<file path="src/rtl/sdfa_setup_streamer.sv">
// Setup/feature streamer for sdfa_master: replays a host-written per-block
// configuration table on setup_request and feeds buffered feature words on demand.
module sdfa_setup_streamer #(
    parameter  int BLOCK_NUM  = 8,
    parameter  int ADDR_WIDTH = 3,
    parameter  int FIFO_DEPTH = 16,
    localparam int ID_WIDTH   = 3*BLOCK_NUM + 3*ADDR_WIDTH
) (
    input  logic                  clk,
    input  logic                  rstn,
    // configuration table
    input  logic                  cfg_we,
    input  logic [ADDR_WIDTH-1:0] cfg_addr,
    input  logic [ID_WIDTH-1:0]   cfg_block_id,
    input  logic [ADDR_WIDTH-1:0] cfg_num_per_layer,
    input  logic [BLOCK_NUM-1:0]  cfg_read_block,
    input  logic                  cfg_clear,
    output logic                  cfg_err,
    // setup stream
    input  logic                  setup_request,
    output logic                  setup_valid,
    output logic [ID_WIDTH-1:0]   BLOCK_ID_INPUT,
    output logic [ADDR_WIDTH-1:0] BLOCK_NUM_PER_LAYER_INPUT,
    output logic [BLOCK_NUM-1:0]  READ_BLOCK_INPUT,
    output logic                  setup_done,
    // feature stream
    input  logic                  feat_push,
    input  logic [BLOCK_NUM-1:0]  feat_data,
    output logic                  feat_full,
    output logic                  feat_ovf,
    input  logic                  block_result_request,
    input  logic                  done,
    output logic [BLOCK_NUM-1:0]  feature,
    output logic                  feature_valid
);

    localparam int PTR_W = $clog2(FIFO_DEPTH);
    localparam int CNT_W = PTR_W + 1;
    localparam logic [ADDR_WIDTH-1:0] LAST_K  = ADDR_WIDTH'(BLOCK_NUM - 1);
    localparam logic [CNT_W-1:0]      DEPTH_C = CNT_W'(FIFO_DEPTH);

    typedef enum logic [1:0] {
        ST_IDLE,
        ST_LOAD,
        ST_WAIT_LOW
    } state_t;

    state_t                r_state;
    logic [ADDR_WIDTH-1:0] r_k;
    logic [BLOCK_NUM-1:0]  r_valid;

    logic [ID_WIDTH-1:0]   r_tbl_id  [BLOCK_NUM];
    logic [ADDR_WIDTH-1:0] r_tbl_npl [BLOCK_NUM];
    logic [BLOCK_NUM-1:0]  r_tbl_rb  [BLOCK_NUM];

    logic                  w_in_load;
    logic                  w_addr_ok;
    logic                  w_wr;
    logic [ADDR_WIDTH-1:0] w_nidx;
    logic                  w_nvalid;
    logic [ID_WIDTH-1:0]   w_ent_id;
    logic [ADDR_WIDTH-1:0] w_ent_npl;
    logic [BLOCK_NUM-1:0]  w_ent_rb;

    assign w_in_load = (r_state == ST_LOAD);
    assign w_addr_ok = int'(cfg_addr) < BLOCK_NUM;
    assign w_wr      = cfg_we && !w_in_load && w_addr_ok && !cfg_clear;

    // Index of the entry presented after the next edge: 0 when starting, k+1 while loading.
    assign w_nidx    = (w_in_load && (r_k != LAST_K)) ? r_k + 1'b1 : '0;
    assign w_nvalid  = r_valid[w_nidx];
    assign w_ent_id  = w_nvalid ? r_tbl_id[w_nidx]  : '0;
    assign w_ent_npl = w_nvalid ? r_tbl_npl[w_nidx] : '0;
    assign w_ent_rb  = w_nvalid ? r_tbl_rb[w_nidx]  : '0;

    always_ff @(posedge clk) begin
        if (w_wr) begin
            r_tbl_id[cfg_addr]  <= cfg_block_id;
            r_tbl_npl[cfg_addr] <= cfg_num_per_layer;
            r_tbl_rb[cfg_addr]  <= cfg_read_block;
        end
    end

    always_ff @(posedge clk or negedge rstn) begin
        if (!rstn) begin
            r_state                   <= ST_IDLE;
            r_k                       <= '0;
            r_valid                   <= '0;
            cfg_err                   <= 1'b0;
            setup_valid               <= 1'b0;
            setup_done                <= 1'b0;
            BLOCK_ID_INPUT            <= '0;
            BLOCK_NUM_PER_LAYER_INPUT <= '0;
            READ_BLOCK_INPUT          <= '0;
        end else begin
            cfg_err    <= cfg_we && (w_in_load || !w_addr_ok);
            setup_done <= 1'b0;

            if (cfg_clear && !w_in_load) begin
                r_valid <= '0;
            end else if (w_wr) begin
                r_valid[cfg_addr] <= 1'b1;
            end

            case (r_state)
                ST_IDLE: begin
                    if (setup_request) begin
                        r_state                   <= ST_LOAD;
                        r_k                       <= '0;
                        setup_valid               <= 1'b1;
                        BLOCK_ID_INPUT            <= w_ent_id;
                        BLOCK_NUM_PER_LAYER_INPUT <= w_ent_npl;
                        READ_BLOCK_INPUT          <= w_ent_rb;
                    end
                end
                ST_LOAD: begin
                    if (r_k == LAST_K) begin
                        r_state                   <= ST_WAIT_LOW;
                        setup_valid               <= 1'b0;
                        setup_done                <= 1'b1;
                        BLOCK_ID_INPUT            <= '0;
                        BLOCK_NUM_PER_LAYER_INPUT <= '0;
                        READ_BLOCK_INPUT          <= '0;
                    end else begin
                        r_k                       <= r_k + 1'b1;
                        setup_valid               <= 1'b1;
                        BLOCK_ID_INPUT            <= w_ent_id;
                        BLOCK_NUM_PER_LAYER_INPUT <= w_ent_npl;
                        READ_BLOCK_INPUT          <= w_ent_rb;
                    end
                end
                ST_WAIT_LOW: begin
                    // A request held high must drop before another load can start.
                    if (!setup_request) begin
                        r_state <= ST_IDLE;
                    end
                end
                default: r_state <= ST_IDLE;
            endcase
        end
    end

    logic [BLOCK_NUM-1:0] r_mem [FIFO_DEPTH];
    logic [PTR_W-1:0]     r_wptr;
    logic [PTR_W-1:0]     r_rptr;
    logic [CNT_W-1:0]     r_count;
    logic                 r_stream;

    logic                 w_empty;
    logic                 w_full_now;
    logic                 w_pop;
    logic                 w_push;
    logic [CNT_W-1:0]     w_count_nxt;

    assign w_empty     = (r_count == '0);
    assign w_full_now  = (r_count == DEPTH_C);
    // done wins over an active stream, so nothing is popped in the cycle it is seen.
    assign w_pop       = r_stream && !done && !w_empty;
    assign w_push      = feat_push && (!w_full_now || w_pop);
    assign w_count_nxt = r_count + CNT_W'(w_push) - CNT_W'(w_pop);

    always_ff @(posedge clk) begin
        if (w_push) begin
            r_mem[r_wptr] <= feat_data;
        end
    end

    always_ff @(posedge clk or negedge rstn) begin
        if (!rstn) begin
            r_wptr        <= '0;
            r_rptr        <= '0;
            r_count       <= '0;
            r_stream      <= 1'b0;
            feat_full     <= 1'b0;
            feat_ovf      <= 1'b0;
            feature       <= '0;
            feature_valid <= 1'b0;
        end else begin
            if (done) begin
                r_stream <= 1'b0;
            end else if (block_result_request) begin
                r_stream <= 1'b1;
            end

            if (w_push) begin
                r_wptr <= r_wptr + 1'b1;
            end
            if (w_pop) begin
                r_rptr <= r_rptr + 1'b1;
            end
            r_count   <= w_count_nxt;
            feat_full <= (w_count_nxt == DEPTH_C);

            if (feat_push && w_full_now && !w_pop) begin
                feat_ovf <= 1'b1;
            end

            feature_valid <= w_pop;
            if (w_pop) begin
                feature <= r_mem[r_rptr];
            end else if (!(r_stream && !done)) begin
                feature <= '0;
            end
        end
    end

endmodule

</file>
<file path="config.mk">
export PLATFORM = sky130hd
export DESIGN_NAME = sdfa_setup_streamer
export DESIGN_NICKNAME = d
export VERILOG_FILES = /design/src/rtl/sdfa_setup_streamer.sv
export SDC_FILE = /design/constraint.sdc
export NUM_CORES = 1
export LEC_CHECK = 0
export BUFFER_PORTS_ARGS = -buffer_cell sky130_fd_sc_hd__buf_4
export CAP_MARGIN = 20
export CORE_ASPECT_RATIO = 1.2
export CORE_UTILIZATION = 55
export DETAILED_ROUTE_END_ITERATION = 8
export GPL_TIMING_DRIVEN = 1
export PLACE_DENSITY = 0.73
export RECOVER_POWER = 50
export SLEW_MARGIN = 15
export SYNTH_ARGS = -nofsm -noshare
export SYNTH_HDL_FRONTEND = slang
export SYNTH_SLANG_ARGS = --single-unit
</file>
<file path="constraint.sdc">
create_clock -name clk -period 5.6 [get_ports clk]
set_clock_uncertainty 0.15 [all_clocks]
set_input_delay 0 -clock clk [delete_from_list [all_inputs] [get_ports clk]]
set_output_delay 0 -clock clk [all_outputs]
set_load 0.02 [all_outputs]
</file>
# ---- Word-level counts from Yosys, hierarchy flattened
# Memory sizes are Yosys's and may differ from the RTL's.
# Cells that the tools add are included.
# Widths: inputs -> output; s select.
dict set report totals {
  register_bits 85
  ram_bits 480
  output_inout_bits 58
  elab_cells 106
  memories 4
}
dict set report op_classes {
  n_addsub 5
  n_lt_le_gt_ge 3
  n_eq_ne 11
  muxes 39
  bitwise 1
  n_reduce_logical 26
}
# name words word_bits rd rd_clocked_by_memory_dff write_ports line_no
set memory_table {}
lappend memory_table {r_tbl_id 8 33 1 0 1 52} ;# logic [ID_WIDTH-1:0] r_tbl_id [BLOCK_NUM];
lappend memory_table {r_mem 16 8 1 0 1 143} ;# logic [BLOCK_NUM-1:0] r_mem [FIFO_DEPTH];
lappend memory_table {r_tbl_rb 8 8 1 0 1 54} ;# logic [BLOCK_NUM-1:0] r_tbl_rb [BLOCK_NUM];
lappend memory_table {r_tbl_npl 8 3 1 0 1 53} ;# logic [ADDR_WIDTH-1:0] r_tbl_npl [BLOCK_NUM];
# cell count
set op_table {}
lappend op_table {{$mux 33} 3}
lappend op_table {{$pmux 33 s2} 1}
lappend op_table {{$mux 8} 7}
lappend op_table {{$mux 3} 6}
lappend op_table {{$pmux 8 s2} 1}
lappend op_table {{$mux 1} 12}
lappend op_table {{$pmux 3 s2} 2}
lappend op_table {{$logic_and 1x1->1} 11}
lappend op_table {{$eq 5x5->1 const B} 2}
lappend op_table {{$add 4x1->4 const B} 2}
lappend op_table {{$lt 3x4->1 const B} 2}
lappend op_table {{$ne 2x2->1 const B} 4}
lappend op_table {{$or 8x8->8} 1}
lappend op_table {{$logic_not 1->1} 6}
lappend op_table {{$mux 2} 3}
lappend op_table {{$pmux 2 s3} 1}
lappend op_table {{$reduce_and 3->1} 2}
lappend op_table {{$reduce_bool 2->1} 3}
lappend op_table {{$add 5x1->5} 1}
lappend op_table {{$logic_not 5->1} 1}
lappend op_table {{$sub 5x1->5} 1}
lappend op_table {{$add 3x1->3 const B} 1}
lappend op_table {{$bmux 1 s3} 1}
lappend op_table {{$demux 1 s3} 1}
lappend op_table {{other kinds (10)} 10}

# ---- Depth between registers and ports, before layout
# Gate-level depths: netlist (run 1).
dict set report depth {
  depth_word 8
  depth_mapped 14
  depth_no_buf 14
}

# ---- Worst setup path before layout (run 1)
# No wires, ideal clock.
dict set report synth_timing {
  path_type {register to register}
  startpoint {reg r_state[0]}
  endpoint {mem r_tbl_id[0][0] in the netlist's numbering (enable)}
  arrival_ns 4.077
  path_slack_ns 0.870
  path_stages_with_launch 6
  period_less_slack_ns 4.730
  cell_sequence {dfrtp_1 -> buf_2 -> nor2b_1 -> nor3b_1 -> nand2b_1 -> nor3_1}
}
dict set report synth_via {
  elab_chain_len 6
}
# item line_no
set synth_rtl {}
lappend synth_rtl {{from (decl)} 48} ;# state_t r_state;
lappend synth_rtl {{from (signal assigned)} 86} ;# r_state <= ST_IDLE;
lappend synth_rtl {{from (signal assigned)} 108} ;# r_state <= ST_LOAD;
lappend synth_rtl {{from (signal assigned)} 118} ;# r_state <= ST_WAIT_LOW;
lappend synth_rtl {{$eq 2x1->1} 65} ;# assign w_in_load = (r_state == ST_LOAD);
lappend synth_rtl {{$logic_not 1->1} 67} ;# assign w_wr = cfg_we && !w_in_load && w_addr_ok && !cfg_clear;
lappend synth_rtl {{$logic_and 1x1->1 (2 in a row)} 67}
lappend synth_rtl {{$mux 1} 77} ;# if (w_wr) begin
lappend synth_rtl {{$mux 1 (not written as such)} 78} ;# r_tbl_id[cfg_addr] <= cfg_block_id;
lappend synth_rtl {{to (decl)} 52}
# Every way passes these cells.

# ---- Worst setup path in the final report (run 1)
dict set report layout_timing {
  startpoint {reg r_k[0]}
  endpoint {reg BLOCK_ID_INPUT[18]}
}
dict set report layout_via {
  elab_chain_len 8
  elab_cells_between_ends 12
}
# item line_no
set layout_rtl {}
lappend layout_rtl {{from (decl)} 49} ;# logic [ADDR_WIDTH-1:0] r_k;
lappend layout_rtl {{from (signal assigned)} 125} ;# r_k <= r_k + 1'b1;
lappend layout_rtl {{branches (longest 7 deep; another with $add 3x1->3)} --}
lappend layout_rtl {{$pmux 33 s2 *} 105} ;# case (r_state)
lappend layout_rtl {{to (signal assigned)} 111} ;# BLOCK_ID_INPUT <= w_ent_id;
lappend layout_rtl {{to (signal assigned)} 127} ;# BLOCK_ID_INPUT <= w_ent_id;
lappend layout_rtl {{to (decl)} 22} ;# output logic [ID_WIDTH-1:0] BLOCK_ID_INPUT,
# Every way passes the cells marked *. The select of a mux whose other input is x is not followed.
# A chain may end at the register's enable or synchronous reset.

==> results.cfg, run 1 <==
[global_route]
grt_antenna_before_repair = 2
grt_remaining_overflow = 0
grt_max_degree = 97
grtUsageTotal_pct = 23.7
grt_pass1_vias = 12400
grt_pass1_wl_um = 71000

[clock_tree]
cts.htree.levels = 2
cts_resized = 0
cts_sinks = 565
cts_root_buf = clkbuf_16
cts_tree = done
path_clk_slew_ns = 0.07
numCtsBuffers = 52
cts_buffer_depth = 3
clk_latency_ns = 0.60

[synthesis]
syn_nets = 1281
yosysWarnings = 0
yosys_most_used_dff = edfxtp_1
synth_area_leaders = edfxtp_1 67%, dfrtp_1 9.9%, mux4_2 4.2%, a221oi_1 3.5%, mux2i_1 2.0%
synthesis.area_mm2 = 0.0215
yosysTopAreaCellShare_pct = 66.9
synth_top_family_by_area = compound AO/OA/AOI/OAI gates
synth-xor-area-share_pct = 0.407
seq_area_frac_synth_pct = 76.8
synthAdderAreaFrac_pct = 0.790
synth_mux_area_share_pct = 6.19
ys_async_sr_fraction_pct = 15.0
synth_largest_area_cell = edfxtp_1
synthCells = 1205
synth-compound-area-share_pct = 9.42
synth_enable_flop_cells = 480
synth_seq_cells = 565
synth.avg_cell_area_um2 = 17.9
synth_cell_types = 52
synth-simple-area-share_pct = 4.39

[worst_setup_path]
r2r_cells = 8
cp.arrival_ns = 4.23
reg2reg_slack_ns = 1.68
cp_data_required_time_ns = 5.91
critPathMaxFanout = 24
timing.rr.end = BLOCK_ID_INPUT[18]
path_class = reg -> reg
reg2reg_from = r_k[0]
cp-start-kind = flop
setup.worst_path.end_class = flop

[worst_hold_path]
hold_path.startpoint = cfg_addr[0]
holdPathStages = 3
holdPathEnd = r_tbl_id[7][0]
hp-class = in -> reg

[timing]
finalCritPeriodShare_pct = 70.0
worst_pin_slew_ns = 2.03
grt_setup_unrepaired = no
relSlewSlack_pct = -35.5
fmax_mhz = 255
timing.setup.tns_ns = 0
worst_hold_slack_ns = 0.00198
finalSetupViolCount = 0
hold_viol = 0
drv_slew = 65
finalCriticalPeriod_ns = 3.92

[cells_and_area]
finalNetCount = 1461
num-fill-cells = 2704
final_cell_mix = 480 x edfxtp_1, 126 x clkbuf_1, 85 x a221oi_1
drive_gt1_share_pct = 15.3
syn2layout_area_growth_pct = 16.3
final_common_cell = edfxtp_1

[floorplanning]
io_pins = 121
die_h_um = 219
die_w_um = 183
initial_core_util_pct = 55.7
dieArea_mm2 = 0.0399
coreArea_mm2 = 0.0386
rows = 79

[job]
maxCapViolations = 1

[outcome]
status = finished with violations
violations = capacitance limit, slew limit

[placement]
dp_hpwl_um = 24700
routabilityCongestion = 0.768
io_buffers = 120

[route]
wl_um = 46900
drt-vias-per-instance = 6.12
drt-initial-drc-count = 974
wl_per_cell_um = 24.0
dr.pass1.iters = 8
antenna_left = 0
drc_errors = 0
dr_total_vias = 12000

[pwr]
ir_drop_v = 0.000435
powerDensity_mw_per_mm2 = 514
p_leak_nw = 8.33
worst max path at each step:
stage,from,end,depth (start not counted)
floorplan,r_state[0],r_tbl_id[0][0],5
global placement,r_k[0],BLOCK_ID_INPUT[20],8
detailed placement,r_k[0],BLOCK_ID_INPUT[30],8
CTS,r_k[0],BLOCK_ID_INPUT[30],8
global route,r_k[0],BLOCK_ID_INPUT[30],8
finish,r_k[0],BLOCK_ID_INPUT[18],8
kinds of logic (layout without fill, tap and decap cells):
group / Yosys count / count (layout)
other: 0 / 1
and+or+nand+nor: 178 / 178
muxes: 83 / 83
adders and majority gates: 13 / 13
xor gates and xnor gates: 10 / 10
DFF: 565 / 565
AOI/OAI and AO/OA: 257 / 257
buffers and inverters: 99 / 323
registers in the layout, summed over array words and instances, names as in the netlist, 2 cells and up:
| signal | count |
|---|---|
| r_rptr | 4 |
| r_wptr | 4 |
| BLOCK_NUM_PER_LAYER_INPUT | 3 |
| r_tbl_id | 264 |
| r_k | 3 |
| r_valid | 8 |
| r_state | 2 |
| BLOCK_ID_INPUT | 33 |
| r_mem | 128 |
| r_count | 5 |
| READ_BLOCK_INPUT | 8 |
| r_tbl_rb | 64 |
| feature | 8 |
| r_tbl_npl | 24 |
repair_timing:
item | 4_1_cts | 5_1_grt
setup buffers | 0 | 0
hold buffers | 63 | 1
endpoints found under the hold margin | 680 | 21
routing by layer:
layer  track usage, %  wire length [um]  part of all wire (%)
met4             9.78              1400                   3.0
met1             29.5             18400                    39
met3             3.87              2780                   5.9
met2             41.5             24300                    52
met5                0                10                 0.021
report_power, final:
part / total [mW] / internal, mW / switching [mW] / leakage [nW]
registers: 5.11 / 4.87 / 0.243 / 5.45
clock network: 3.65 / 2.13 / 1.52 / 0.880
logic: 4.12 / 1.68 / 2.43 / 2.01
synth_stat cells (all sizes together) (2+ instances only):
cell type / count
nand4: 2
and2: 11
o22ai: 44
nor4: 5
nand4bb: 2
a21oi: 5
o21bai: 2
nand3b: 2
a221oi: 88
o221a: 41
nand2: 61
mux4: 40
ha: 12
nor3b: 4
nor2b: 6
o21a: 9
inv: 15
xor2: 4
edfxtp: 480
o21ai: 53
nor3: 9
or3: 41
buf: 38
xnor2: 6
a22o: 9
nor2: 18
mux2i: 42
dfrtp: 85
nand2b: 11
clkbuf: 46
critical path: stages (launching register included):
cell and delay (ns):
dfrtp_1 0.50, ha_1 0.26, ha_1 0.32, nand4bb_2 0.61, nor3_1 0.32, a21oi_1 0.10, a32oi_4 0.93, buf_4 0.45
o21ai_1 0.14
cell type report:
type / instances / area [um^2] / share of cell area (%)
Sequential cell: 565 / 16500 / 66.0
Timing Repair Buffer: 210 / 1310 / 5.23
Clock inverter: 20 / 258 / 1.03
Antenna cell: 1 / 2.50 / 0.00999
Clock buffer: 78 / 1530 / 6.11
Tap cell: 526 / 658 / 2.63
Inverter: 15 / 58.8 / 0.235
Multi-Input combinational cell: 541 / 4690 / 18.7
per-stage QoR:
step | worst slack (ns) | cells | area [um^2] | power [mW] | util [%]
after CTS | 1.67 | 1954 | 25500 | 13.0 | 65.9
final | 1.68 | 1956 | 25000 | 12.9 | 64.8
after detailed placement | 1.70 | 1793 | 23000 | 9.37 | 59.6
after global placement | 1.73 | 1793 | 23000 | 9.24 | 59.6
after floorplan | 0.870 | 1205 | 21500 | 8.13 | -
after global routing | 1.42 | 1956 | 25000 | 13.4 | 64.8
(Power assumes the default switching activity.)
==> run 2: changes to the inputs <==
- PLACE_DENSITY: 0.73 -> 0.76
- clock period: 5.6 -> 3.3 ns (I/O delays scaled with it)
==> run 2 against run 1 <==
  * Largest cell class unchanged
  * Maximum frequency increased by 29%
  * Core utilization increased by 0.89 points
  * Worst hold slack improved by 0.038 ns
  * Sequential share of layout area decreased by 0.90 points
  * The run still ends with capacitance limit, slew limit left
==> results.cfg, run 2 (synthesized netlist as in run 1, its figures left out) <==
[clock_tree]
clk_latency_ns = 0.59
numCtsBuffers = 53
post_cts_buffers = 0
cts_sinks = 565
path_clk_slew_ns = 0.06
cts.htree.levels = 2
cts_tree = done
cts_buffer_depth = 3
cts_root_buf = clkbuf_16

[placement]
io_buffers = 120
preCtsSetupSlack_ns = 0.228
routabilityCongestion = 0.795
dp_hpwl_um = 24900
dp.cells = 1809

[worst_setup_path]
cp_num_buf_inv = 1
path_class = reg -> reg
critPathSlowestCell = or4b_4
max_stage_delay_ns = 0.59
r2r_cells = 8
setup.worst_path.end_class = flop
cp_common_cell = ha_1
reg2reg_from = r_k[0]
reg2reg_slack_ns = 0.26
critPathMaxFanout = 89
crit_family = simple AND/OR/NAND/NOR gates
cp_data_required_time_ns = 3.61
timing.rr.end = BLOCK_ID_INPUT[17]
cp.arrival_ns = 3.35
cp-start-kind = flop
path_cells = ha_1, ha_1, or4b_4, buf_12, a221oi_1, or3_1, o221a_2, o21ai_1

[global_route]
use_met1_pct = 29.8
grt-busiest-layer = met2
grt_antenna_before_repair = 1
gr-usage-met2_pct = 41.7
grt_remaining_overflow = 0
grt_pass1_wl_um = 70600
grt_pass1_vias = 12400
grt_max_degree = 90
grtUsageTotal_pct = 23.6
use_met3_pct = 3.50

[worst_hold_path]
holdPathEnd = cfg_err
holdPathStages = 3
hp-class = in -> reg
hold_path.startpoint = cfg_we

[floorplanning]
die_h_um = 219
coreArea_mm2 = 0.0386
die_w_um = 183
initial_core_util_pct = 55.7
io_pins = 121
rows = 79
dieArea_mm2 = 0.0399

[route]
dr_total_vias = 12100
wl_per_cell_um = 23.6
antenna_left = 0
dr.pass1.iters = 6
drc_errors = 0
wl_um = 46600
drt-initial-drc-count = 1168
drt-vias-per-instance = 6.13

[timing]
relSlewSlack_pct = -15.4
worst_pin_slew_ns = 1.73
fmax_mhz = 329
finalCriticalPeriod_ns = 3.04
finalSetupViolCount = 0
timing.setup.tns_ns = 0
hold_viol = 0
finalCritPeriodShare_pct = 92.0
finalWorstSetupSlack_ns = 0.265
grt_setup_unrepaired = no
drv_slew = 21

[job]
maxCapViolations = 1

[cells_and_area]
seq_area_mm2 = 0.0165
fin_cells = 1974
syn2layout_area_growth_pct = 17.9
top_register = r_tbl_id
final_cell_mix = 480 x edfxtp_1, 104 x clkbuf_1, 85 x a221oi_1
largest_reg_flops = 264
finalNetCount = 1479
largestRegisters = r_tbl_id (264), r_mem (128), r_tbl_rb (64)
drive_gt1_share_pct = 17.5
diodes = 0
final_common_cell = edfxtp_1
num-fill-cells = 2589
multi_input_area_mm2 = 0.00470

[pwr]
p_leak_nw = 8.54
powerDensity_mw_per_mm2 = 862
ir_drop_v = 0.000979

[outcome]
status = finished with violations
violations = capacitance limit, slew limit
-- run 2: repair_timing --
item                                   4_1_cts  5_1_grt
setup endpoints to repair                    0        1
hold buffers                                65        0
gates resized for setup                      0        1
endpoints found under the hold margin      710        0
-- run 2: worst register-to-register path: cells and delay by family (launching register included) --
| family | cells | cell delay, ns |
|---|---|---|
| and+or+nand+nor | 2 | 0.76 |
| AOI/OAI and AO/OA | 3 | 0.69 |
| adders and majority gates | 2 | 0.58 |
| DFF | 1 | 0.50 |
| buffers and inverters | 1 | 0.24 |
-- run 2: area by class of cell --
cell class / count / share of cell area, %
clock buffer: 79 / 5.93
clock inverter: 21 / 0.709
inverter: 15 / 0.232
multi-input combinational: 541 / 18.5
sequential: 565 / 65.1
tap: 526 / 2.59
timing repair buffer: 227 / 6.87
-- run 2: how the worst max path moves through the flow --
stage	start	end	slack, ns	cells after the start
finish	r_k[0]	BLOCK_ID_INPUT[17]	0.26	8
floorplan	r_state[0]	r_tbl_id[6][0]	-0.23	5
CTS	r_count[2]	feat_full	0.20	14
global route	r_count[3]	feat_full	0.02	14
global placement	r_count[3]	feat_full	0.38	14
detailed placement	r_count[3]	feat_full	0.23	14
-- run 2: report_power, final --
group / internal (mW) / leakage [nW] / switching, mW
Combinational: 3.17 / 2.27 / 4.23
Clock: 3.33 / 0.819 / 2.52
Sequential: 8.27 / 5.45 / 0.369
-- run 2: through the flow --
| step | instance area (um^2) | power (mW) | utilization (%) | hold WS [ns] |
|---|---|---|---|---|
| after floorplan | 21500 | 13.8 | - | -0.446 |
| after global placement | 23400 | 16.0 | 60.5 | 0.00909 |
| after detailed placement | 23400 | 16.2 | 60.5 | 0.0143 |
| after CTS | 25700 | 22.1 | 66.6 | 0.0131 |
| after global routing | 25400 | 22.8 | 65.7 | 0.0520 |
| final | 25400 | 21.9 | 65.7 | 0.0397 |
-- run 2: layer usage --
metal,vias up,wire [um]
met3,89,2920
met4,2,1130
met5,-,10
li1,5318,-
met2,505,24600
met1,6182,17900
